[src/rtl/ps2_pkg.sv]
// Shared PS/2 definitions: transmitter state encoding, keyboard command bytes
// and small constant helpers used by the host-side PS/2 blocks.
package ps2_pkg;

  typedef enum logic [2:0] {
    IDLE,
    INHIBIT,
    WAIT_FIRST,
    SHIFT,
    ACK,
    WAIT_IDLE,
    FAIL
  } ps2_state_e;

  localparam logic [7:0] CMD_SET_LED = 8'hED;
  localparam logic [7:0] CMD_ENABLE  = 8'hF4;
  localparam logic [7:0] CMD_RESET   = 8'hFF;
  localparam logic [7:0] RESP_ACK    = 8'hFA;

  function automatic int unsigned max3(input int unsigned a, input int unsigned b,
                                       input int unsigned c);
    int unsigned m;
    m = (a > b) ? a : b;
    return (m > c) ? m : c;
  endfunction

  // PS/2 uses odd parity: the parity bit makes the total count of ones odd.
  function automatic logic odd_parity(input logic [7:0] d);
    return ~^d;
  endfunction

endpackage

[src/rtl/ps2_line_filter.sv]
// One PS/2 line: 2-FF synchronizer, FILTER_LEN-sample glitch filter and a
// one-cycle strobe on each filtered 1->0 transition.
module ps2_line_filter #(
  parameter int unsigned FILTER_LEN = 8
) (
  input  logic clock,
  input  logic reset,
  input  logic i_raw,
  output logic o_level,
  output logic o_fall
);

  localparam int unsigned CW = (FILTER_LEN > 1) ? $clog2(FILTER_LEN) : 1;

  logic          r_meta;
  logic          r_sync;
  logic          r_level;
  logic          r_fall;
  logic [CW-1:0] r_cnt;

  // Lines idle high, so everything resets to 1 to avoid a spurious edge.
  always_ff @(posedge clock) begin
    if (reset) begin
      r_meta  <= 1'b1;
      r_sync  <= 1'b1;
      r_level <= 1'b1;
      r_fall  <= 1'b0;
      r_cnt   <= '0;
    end else begin
      r_meta <= i_raw;
      r_sync <= r_meta;
      r_fall <= 1'b0;
      if (r_sync == r_level) begin
        r_cnt <= '0;
      end else if (r_cnt == CW'(FILTER_LEN - 1)) begin
        r_level <= r_sync;
        r_cnt   <= '0;
        r_fall  <= r_level;
      end else begin
        r_cnt <= r_cnt + 1'b1;
      end
    end
  end

  assign o_level = r_level;
  assign o_fall  = r_fall;

endmodule

[src/rtl/ps2_tx.sv]
// Host-to-device PS/2 byte transmitter with start/busy/done handshake.
// Optional PS2_TX_RETRY_EN: up to 2 automatic retries before tx_error.
module ps2_tx
  import ps2_pkg::*;
#(
  parameter int unsigned INHIBIT_CYCLES = 5000,
  parameter int unsigned START_TIMEOUT  = 750000,
  parameter int unsigned XFER_TIMEOUT   = 100000,
  parameter int unsigned FILTER_LEN     = 8
) (
  input  logic       clock,
  input  logic       reset,
  input  logic [7:0] tx_data,
  input  logic       tx_start,
  output logic       tx_busy,
  output logic       tx_done,
  output logic       tx_error,
  input  logic       ps2_clk_in,
  input  logic       ps2_dat_in,
  output logic       ps2_clk_oe,
  output logic       ps2_dat_oe
);

  localparam int unsigned TW = $clog2(max3(INHIBIT_CYCLES, START_TIMEOUT, XFER_TIMEOUT) + 1);
  localparam logic [TW-1:0] INH_END   = TW'(INHIBIT_CYCLES - 1);
  localparam logic [TW-1:0] START_END = TW'(START_TIMEOUT - 1);
  localparam logic [TW-1:0] XFER_END  = TW'(XFER_TIMEOUT - 1);

  ps2_state_e    r_state, w_state_nxt;
  logic [7:0]    r_data, w_data_nxt;
  logic          r_par, w_par_nxt;
  logic [3:0]    r_bitcnt, w_bitcnt_nxt;
  logic [TW-1:0] r_timer, w_timer_nxt;
  logic          r_ack, w_ack_nxt;
  logic          r_clk_oe, w_clk_oe_nxt;
  logic          r_dat_oe, w_dat_oe_nxt;
  logic          r_busy, w_busy_nxt;
  logic          r_done, w_done_nxt;
  logic          r_error, w_error_nxt;
  logic          r_dat_meta, r_dat_sync;
  logic          w_clk_level, w_clk_fall;
  logic          w_fail;
`ifdef PS2_TX_RETRY_EN
  logic [1:0]    r_retry, w_retry_nxt;
`endif

  ps2_line_filter #(.FILTER_LEN(FILTER_LEN)) u_clk_filt (
    .clock   (clock),
    .reset   (reset),
    .i_raw   (ps2_clk_in),
    .o_level (w_clk_level),
    .o_fall  (w_clk_fall)
  );

  // Data only needs synchronizing: it is sampled well inside a clock phase.
  always_ff @(posedge clock) begin
    if (reset) begin
      r_dat_meta <= 1'b1;
      r_dat_sync <= 1'b1;
    end else begin
      r_dat_meta <= ps2_dat_in;
      r_dat_sync <= r_dat_meta;
    end
  end

  always_ff @(posedge clock) begin
    if (reset) begin
      r_state  <= IDLE;
      r_data   <= '0;
      r_par    <= 1'b0;
      r_bitcnt <= '0;
      r_timer  <= '0;
      r_ack    <= 1'b1;
      r_clk_oe <= 1'b0;
      r_dat_oe <= 1'b0;
      r_busy   <= 1'b0;
      r_done   <= 1'b0;
      r_error  <= 1'b0;
`ifdef PS2_TX_RETRY_EN
      r_retry  <= '0;
`endif
    end else begin
      r_state  <= w_state_nxt;
      r_data   <= w_data_nxt;
      r_par    <= w_par_nxt;
      r_bitcnt <= w_bitcnt_nxt;
      r_timer  <= w_timer_nxt;
      r_ack    <= w_ack_nxt;
      r_clk_oe <= w_clk_oe_nxt;
      r_dat_oe <= w_dat_oe_nxt;
      r_busy   <= w_busy_nxt;
      r_done   <= w_done_nxt;
      r_error  <= w_error_nxt;
`ifdef PS2_TX_RETRY_EN
      r_retry  <= w_retry_nxt;
`endif
    end
  end

  always_comb begin
    w_state_nxt  = r_state;
    w_data_nxt   = r_data;
    w_par_nxt    = r_par;
    w_bitcnt_nxt = r_bitcnt;
    w_timer_nxt  = (&r_timer) ? r_timer : r_timer + 1'b1;
    w_ack_nxt    = r_ack;
    w_clk_oe_nxt = r_clk_oe;
    w_dat_oe_nxt = r_dat_oe;
    w_busy_nxt   = r_busy;
    w_done_nxt   = 1'b0;
    w_error_nxt  = 1'b0;
    w_fail       = 1'b0;
`ifdef PS2_TX_RETRY_EN
    w_retry_nxt  = r_retry;
`endif

    case (r_state)
      IDLE: begin
        // A pulse cycle still belongs to the previous transfer.
        if (tx_start && !r_done && !r_error) begin
          w_data_nxt   = tx_data;
          w_par_nxt    = odd_parity(tx_data);
          w_busy_nxt   = 1'b1;
          w_clk_oe_nxt = 1'b1;
          w_dat_oe_nxt = 1'b0;
          w_timer_nxt  = '0;
          w_state_nxt  = INHIBIT;
`ifdef PS2_TX_RETRY_EN
          w_retry_nxt  = '0;
`endif
        end
      end
      INHIBIT: begin
        if (r_dat_oe) begin
          w_clk_oe_nxt = 1'b0;
          w_timer_nxt  = '0;
          w_state_nxt  = WAIT_FIRST;
        end else if (r_timer == INH_END) begin
          w_dat_oe_nxt = 1'b1;
        end
      end
      WAIT_FIRST: begin
        if (w_clk_fall) begin
          w_dat_oe_nxt = ~r_data[0];
          w_bitcnt_nxt = 4'd1;
          w_timer_nxt  = '0;
          w_state_nxt  = SHIFT;
        end else if (r_timer == START_END) begin
          w_fail = 1'b1;
        end
      end
      SHIFT: begin
        // r_bitcnt holds edges seen so far; this edge is number r_bitcnt+1.
        if (r_timer == XFER_END) begin
          w_fail = 1'b1;
        end else if (w_clk_fall) begin
          w_bitcnt_nxt = r_bitcnt + 4'd1;
          if (r_bitcnt <= 4'd7) begin
            w_dat_oe_nxt = ~r_data[r_bitcnt[2:0]];
          end else if (r_bitcnt == 4'd8) begin
            w_dat_oe_nxt = ~r_par;
          end else if (r_bitcnt == 4'd9) begin
            w_dat_oe_nxt = 1'b0;
          end else begin
            w_ack_nxt   = r_dat_sync;
            w_state_nxt = ACK;
          end
        end
      end
      ACK: begin
        if (r_timer == XFER_END || r_ack) begin
          w_fail = 1'b1;
        end else begin
          w_state_nxt = WAIT_IDLE;
        end
      end
      WAIT_IDLE: begin
        if (r_timer == XFER_END) begin
          w_fail = 1'b1;
        end else if (w_clk_level && r_dat_sync) begin
          w_done_nxt  = 1'b1;
          w_busy_nxt  = 1'b0;
          w_state_nxt = IDLE;
        end
      end
      FAIL: begin
        w_state_nxt = IDLE;
      end
      default: begin
        w_state_nxt = IDLE;
      end
    endcase

    if (w_fail) begin
      w_clk_oe_nxt = 1'b0;
      w_dat_oe_nxt = 1'b0;
`ifdef PS2_TX_RETRY_EN
      if (r_retry != 2'd2) begin
        w_retry_nxt  = r_retry + 2'd1;
        w_clk_oe_nxt = 1'b1;
        w_timer_nxt  = '0;
        w_state_nxt  = INHIBIT;
      end else begin
        w_error_nxt = 1'b1;
        w_busy_nxt  = 1'b0;
        w_state_nxt = FAIL;
      end
`else
      w_error_nxt = 1'b1;
      w_busy_nxt  = 1'b0;
      w_state_nxt = FAIL;
`endif
    end
  end

  assign tx_busy    = r_busy;
  assign tx_done    = r_done;
  assign tx_error   = r_error;
  assign ps2_clk_oe = r_clk_oe;
  assign ps2_dat_oe = r_dat_oe;

endmodule

[config.mk]
export PLATFORM = sky130hd
export DESIGN_NAME = ps2_tx
export DESIGN_NICKNAME = d
export VERILOG_FILES = /design/src/rtl/ps2_pkg.sv /design/src/rtl/ps2_line_filter.sv /design/src/rtl/ps2_tx.sv
export SDC_FILE = /design/constraint.sdc
export NUM_CORES = 1
export LEC_CHECK = 0
export CORE_ASPECT_RATIO = 1.5
export CORE_MARGIN = 1.5
export CORE_UTILIZATION = 57
export DETAILED_ROUTE_END_ITERATION = 8
export DONT_BUFFER_PORTS = 1
export PLACE_DENSITY = 0.8
export SYNTH_ARGS = -nofsm -noshare
export SYNTH_HDL_FRONTEND = slang
export SYNTH_SLANG_ARGS = --single-unit
[constraint.sdc]
create_clock -name clock -period 1.9 [get_ports clock]
set_input_delay 0.285 -clock clock [delete_from_list [all_inputs] [get_ports clock]]
set_output_delay 0.285 -clock clock [all_outputs]
set_load 0.005 [all_outputs]
== Yosys cells after proc, flatten, opt, wreduce, memory -nomap -nowiden ==
Cells that the tools add are included.

* Output and inout port bits: 5
* Register bits: 51
* Word-level logic and storage cells: 143
* Input port bits: 13

* Reductions and logical operators: 27
* Equal/unequal tests: 35
* Magnitude comparators: 2
* Bitwise gates (word level): 10
* Add/sub/neg operators: 3
* Mux-type cells: 47

{| class="wikitable"
|+ Operators with widths
! kind !! count
|-
| $mux W20 || 4
|-
| $pmux W20 S3 || 1
|-
| $mux W3 || 12
|-
| $ne A3 B3 Y1 const B || 9
|-
| $reduce_and A11 Y1 || 2
|-
| $add A20 B1 Y20 const B || 1
|-
| $eq A20 B13 Y1 const B || 1
|-
| $eq A20 B17 Y1 const B || 1
|-
| $eq A20 B20 Y1 const B || 1
|-
| $mux W1 || 20
|-
| $reduce_and A20 Y1 || 1
|-
| $ne A2 B2 Y1 const B || 9
|-
| $pmux W3 S6 || 1
|-
| $mux W4 || 3
|-
| $reduce_and A6 Y1 || 2
|-
| $not A1 Y1 || 10
|-
| $eq A3 B3 Y1 const B || 3
|-
| $reduce_or A3 Y1 || 3
|-
| $eq A4 B4 Y1 const B || 2
|-
| $pmux W4 S2 || 1
|-
| $reduce_and A4 Y1 || 2
|-
| $reduce_xnor A8 Y1 || 1
|-
| $eq A3 B2 Y1 const B || 2
|-
| $ne A3 B2 Y1 const B || 2
|-
| 21 further kinds || 30
|}

== Longest topological paths before layout ==
* Word-level depth: 8
* Depth in mapped cells: 7
* Gate-level depth less buffers: 7

== Hierarchy ==
From an unflattened synthesis, not the netlist that was laid out.

* Cells, all modules: 316
* Area total of the unflattened synthesis: 2,758.9 um^2

{| class="wikitable"
|+ By module, submodules not included
! module !! area each (um^2) !! instances !! cells an instance !! seq. area each (um^2)
|-
| ps2_tx || 2,519.9 || 1 || 298 || 880.8
|-
| ps2_line_filter || 239.0 || 1 || 18 || 140.1
|}

== Worst setup path before layout ==
No wires, ideal clock.

* Kind: reg2reg
* Start point: reg r_timer[11]
* End point: reg r_dat_oe (netlist: ps2_dat_oe)
* Slack: -0.179 ns
* Buffers on the path: 0
* Arrival time: 1.975 ns
* Required time: 1.797 ns
* Cell stages (with the launch flop): 6
* Period minus slack after synthesis: 2.079 ns
* Cell sequence: dfxtp_1 > or4b_1 > or3_4 > o311ai_4 > nor3_2 > a2111oi_2

* Cells in the longest elaborated chain, start to end: 5
* Elaborated cells on any way between the ends: 15
* Those cells by class: eq/ne (4); mux (8); reduce/logical (3)

{| class="wikitable"
|+ RTL lines
! item !! line !! text
|-
| start: declaration || ps2_tx.sv:33 || <nowiki>logic [TW-1:0] r_timer, w_timer_nxt;</nowiki>
|-
| start signal: assignment || ps2_tx.sv:87 || <nowiki>r_timer <= w_timer_nxt;</nowiki>
|-
| $eq A20 B20 Y1 / $eq A20 B17 Y1 (equally long branches) || - ||
|-
| $mux W1 / $logic_or A1 B1 Y1 (equally long branches) || ps2_tx.sv:148, ps2_tx.sv:171 ||
|-
| $mux W1, on equally long branches || ps2_tx.sv:143, ps2_tx.sv:171 ||
|-
| $pmux W1 S3 || ps2_tx.sv:117 || <nowiki>case (r_state)</nowiki>
|-
| $reduce_or A2 Y1 (no source line) || - ||
|-
| end signal: assignment || ps2_tx.sv:90 || <nowiki>r_dat_oe <= w_dat_oe_nxt;</nowiki>
|-
| end: declaration || ps2_tx.sv:36 || <nowiki>logic r_dat_oe, w_dat_oe_nxt;</nowiki>
|}

Several ways; a longest one is shown, not always the timed one.
A chain may end at the register's enable or synchronous reset.

== Worst setup path in the final report ==
* Start point: reg r_timer[12]
* End point: reg r_state[0]

* Cells in the longest elaborated chain, start to end: 5
* Elaborated cells on any way between the ends: 13
* Those cells by class: eq/ne (5); mux (5); reduce/logical (3)

{| class="wikitable"
|+ RTL lines
! item !! line !! text
|-
| $eq A20 B20 Y1 / $eq A20 B17 Y1 (equally long branches) || - ||
|-
| $mux W1 / $logic_or A1 B1 Y1 (equally long branches) || ps2_tx.sv:148, ps2_tx.sv:171 ||
|-
| $mux W1, on equally long branches || ps2_tx.sv:143, ps2_tx.sv:171 ||
|-
| $pmux W1 S3 || ps2_tx.sv:117 ||
|-
| $reduce_or A2 Y1 (no source line) || - ||
|-
| end signal: assignment || ps2_tx.sv:83 || <nowiki>r_state <= w_state_nxt;</nowiki>
|-
| end: declaration || ps2_tx.sv:29 || <nowiki>ps2_state_e r_state, w_state_nxt;</nowiki>
|}

Several ways; a longest one is shown, not always the timed one.

==> flow_results.org <==
** Clock network
- No sink is reached through more buffers than the 2 on the longest clock path.
- CTS H-tree lvls :: 2
- Clock input transition at the sequential cells of the worst setup and hold paths :: about 0.090 ns
- CTS root buffer :: clkbuf_8
- Total clock sinks :: 51
- TritonCTS built the clock tree.
- TritonCTS created 5 clock buffers.
- The clock reaches the later pin of the worst-skew pair after roughly 0.30 ns.

** Critical path
- Counting cells, the worst reg-to-reg path comes to 5.
- Crit path cell chain :: or4b_4 > or3_4 > o31ai_4 > o31ai_1 > a211oi_2
- The largest single stage delay on the critical path is approximately 0.51 ns.
- At the worst endpoint, the required time is 2.13 ns.
- Data arrives at the worst endpoint at 2.18 ns.
- For flop-to-flop paths, the worst setup slack is -0.05 ns.
- The endpoint identified for the worst register-to-register timing path is r_state[0]$_SDFFE_PP0P_.
- Along the worst path, the maximum fanout reaches 5.
- STA classifies the critical path endpoint as a register.
- Grouping stages by cell kind, the critical path spends the most delay in simple AND/OR/NAND/NOR gates.
- Cell count along the critical path :: 5
- Critical path type :: reg2reg
- The worst register-to-register path begins at r_timer[12]$_SDFF_PP0_.
- The number of buffers and inverters on the critical path is 0.
- The worst setup path is launched from a register.
- Critical path's slowest cell :: or4b_4

** Synthesis
- For this run, the register share of the synthesized area comes to a little under two fifths.
- Number of flops mapped to enable cells by yosys :: 0
- Cell count after synthesis :: between 300 and 400
- After synthesis, the netlist uses 58 different library cells.
- Fraction of registers with async set or reset after synthesis :: 0%
- For this run, the number of Yosys warnings is 0.
- Synthesized net count :: around 330
- Netlist area before placement :: 0.002738 mm²
- A synthesized cell averages about 9 µm².
- #FFs+latches synth :: between 50 and 60
- The most used flip-flop cell after synthesis is dfxtp_1.

** STA
- Tightest slew margin relative to the limit :: between 60 and 70%
- Setup violations remaining at the end of the flow were counted as 6.
- Timing would allow up to between 500 and 600 MHz.
- The final max-slew violation count came to 0.
- Unrepaired setup endpoints after global routing :: yes
- Once routing completed, OpenROAD measured the worst setup slack at -0.04630 ns.
- The total count of hold-check failures in the final report was 0.
- Subtracting the final worst setup slack from the clock period gives just under 2 ns.
- Of the available clock period, the critical path in the final layout requires 102.4%.
- Worst-case hold slack :: around 0.034 ns
- Setup Skew :: approximately 0.0081 ns
- Setup total negative slack on the finished layout was measured at -0.1604 ns.
- Pin slew with the least headroom to its limit :: 0.4482 ns

** Power
- Part of the total power dissipated in combinational logic :: roughly 27%
- For this design the ratio of total power to cell area is 850.4 mW/mm².
- Sequential share of power :: a little under half
- In this run the power spent charging and discharging nets is 811.1 µW.
- The internal portion of the total power is between 1500 and 2000 µW.
- Leakage power :: ~0.0012 µW
- Net switching is 29.80% of the power.
- Peak ir drop on the vdd network :: 0.4769 mV
- Clk pwr share :: approximately 28%
- Overall power consumption after layout is estimated at 2722 µW.

** Run status
- The flow ran to the end, but the final reports show violations.
- Violations in the final reports :: setup timing

** Route
- For this run, design rule violations remaining after detail routing come to 0.
- After detailed routing, the average wire length per cell comes to 16.03 µm.
- In the routed layout, each cell is associated on average with a via count of roughly 6.1.
- The first TritonRoute pass finished after 6 iterations.
- The detailed router placed 2,453 vias in this run.
- Number of design-rule violations left by the first detailed-router iteration :: ~130
- Antenna-violating nets left :: 0
- The routed design has ~6500 µm of wire.

** Floorplan
- Starting utilization of the core area :: around 60%
- Overall die width :: around 60 µm
- Area of the die :: between 0.005 and 0.006 mm²
- The core region is ~0.0046 mm².
- Die H :: just under 90 µm
- In this run the core area contains 30 standard-cell rows.
- Num ports :: 18

** Placed design
- Number of buffers inserted by port buffering :: 0
- Counting tap cells, the placed design contains a total of 390 instances.
- After legalization and detailed placement, the total HPWL measured 4580 µm.
- Place WS :: -0.07922 ns
- At the end of routability-driven placement, the weighted congestion stood at about 0.92.

** GRT
- Via count of the first global-routing pass :: 2,246
- Antenna violations before repair :: 0
- Wire length of the first global-routing pass :: 10,470 µm
- After global routing the overflow that remains totals 0.
- Global-route total usage across every layer :: 26.18%
- Pin count of the biggest net entering global routing :: 31

** Worst hold path
- The worst hold path terminates at r_bitcnt[0]$_SDFFE_PP0P_.
- Tightest Hold Check Type :: in2reg
- The startpoint identified for the worst hold timing path is reset.
- Counting instances, the worst hold path has a depth of 1.

** Final layout
- In the layout the commonest cells are dfxtp_1 (44), nor2_1 (41), buf_4 (35).
- Layout cell share with drive strength beyond 1 :: 25.37%
- Fill cells in the final layout number 356.
- Total Nets Final :: 357
- Most common cell after layout, fill and taps aside :: dfxtp_1
- From synthesis to final layout, the design area changed by 16.91%.
- 0 antenna diodes ended up in the layout.
- For this run, the number of standard cells in the final layout without fillers is a little over 400.

** Run
- Across the run, the number of max-cap violations was 0.
==> through the flow <==
stage	utilization, %	instance area (µm²)
global route	69.89	3201
CTS	68.52	3138
detailed placement	65.05	2979
finish	69.89	3201
floorplan	-	2753
global placement	65.05	2979
==> Yosys cell counts, drive strengths merged (4+ instances only) <==
master  instances  area share [%]
nor3            9             2.0
dfxtp          51              37
nor2           41             5.6
nand3          12             2.2
clkbuf          9             1.6
mux2i          10             3.7
buf             5             1.9
xnor2          20             6.4
nor4            6             1.4
or2             5             1.1
ha              6             2.7
nor3b           4             1.1
a21oi          15             2.7
inv             9             1.2
nand2          24             3.3
a211oi         10             2.7
nand4          11             2.5
o21ai           4            0.73
==> registers in the layout (all words and copies together), names as in the netlist <==
signal and count:
r_dat_sync 1, r_dat_meta 1, ps2_dat_oe 1, u_clk_filt.r_meta 1, u_clk_filt.o_fall 1, tx_error 1, r_timer 20, r_data 8
ps2_clk_oe 1, r_par 1, tx_busy 1, u_clk_filt.r_sync 1, tx_done 1, r_state 3, r_ack 1, u_clk_filt.r_cnt 3
u_clk_filt.o_level 1, r_bitcnt 4
==> cells by family after synthesis <==
| group | synth area share, % |
|---|---|
| and+or+nand+nor | 27.10 |
| AOI/OAI and AO/OA | 14.17 |
| DFF | 37.29 |
| buffers and inverters | 5.941 |
| xor gates and xnor gates | 7.039 |
| muxes | 5.713 |
| adders and majority gates | 2.742 |
==> power by group through the flow <==
stage / combinational [µW] / clock (µW) / sequential (µW)
5_1_grt: 793 / 832 / 1250
3_3_place_gp: 633 / 0 / 1250
3_5_place_dp: 649 / 0 / 1250
4_1_cts: 660 / 776 / 1230
2_1_floorplan: 492 / 0 / 1230
6_report: 733 / 755 / 1230
==> worst reg2reg max path, delay by kind of cell (launching register included) <==
| family | cells | cell delay [ns] |
|---|---|---|
| flip-flops | 1 | 0.34 |
| AND/OR/NAND/NOR | 2 | 0.90 |
| AO/OA/AOI/OAI | 3 | 0.64 |
==> per-layer routing <==
metal	GRT usage (%)	part of all wire, %
met2	47.65	55
met5	0	0
met4	12.53	4.3
met1	28.33	35
met3	4.727	6.2
==> timing repair <==
item                                   CTS  global route
endpoints found under the hold margin    0             1
pin swaps                                4             3
resized for setup                       10            10
setup buffers                            1             1
hold buffers                             0             1
setup endpoints to repair                9            32
cloned                                   0             2
==> worst max-delay path by stage <==
stage	start	endpoint	slack [ns]
2_1_floorplan	r_timer[8]$_SDFF_PP0_	r_bitcnt[0]$_SDFFE_PP0P_	-0.02
3_3_place_gp	r_timer[8]$_SDFF_PP0_	r_bitcnt[0]$_SDFFE_PP0P_	-0.03
3_5_place_dp	r_timer[8]$_SDFF_PP0_	tx_busy$_SDFFE_PP0P_	-0.08
4_1_cts	r_bitcnt[1]$_SDFFE_PP0P_	r_state[0]$_SDFFE_PP0P_	-0.05
5_1_grt	r_timer[12]$_SDFF_PP0_	r_bitcnt[0]$_SDFFE_PP0P_	-0.11
6_report	r_timer[12]$_SDFF_PP0_	r_state[0]$_SDFFE_PP0P_	-0.05
==> final cells by class <==
cell class / count / area (µm²) / share of cell area [%]
repair buffers: 40 / 314.1 / 9.812
clock inverters: 3 / 43.79 / 1.368
well taps: 64 / 80.08 / 2.502
multi-input cells: 231 / 1628 / 50.86
clock buffers: 5 / 68.82 / 2.150
flip-flops and latches: 51 / 1032 / 32.25
inverters: 9 / 33.78 / 1.056
Power figures use the tool's default switching activity.
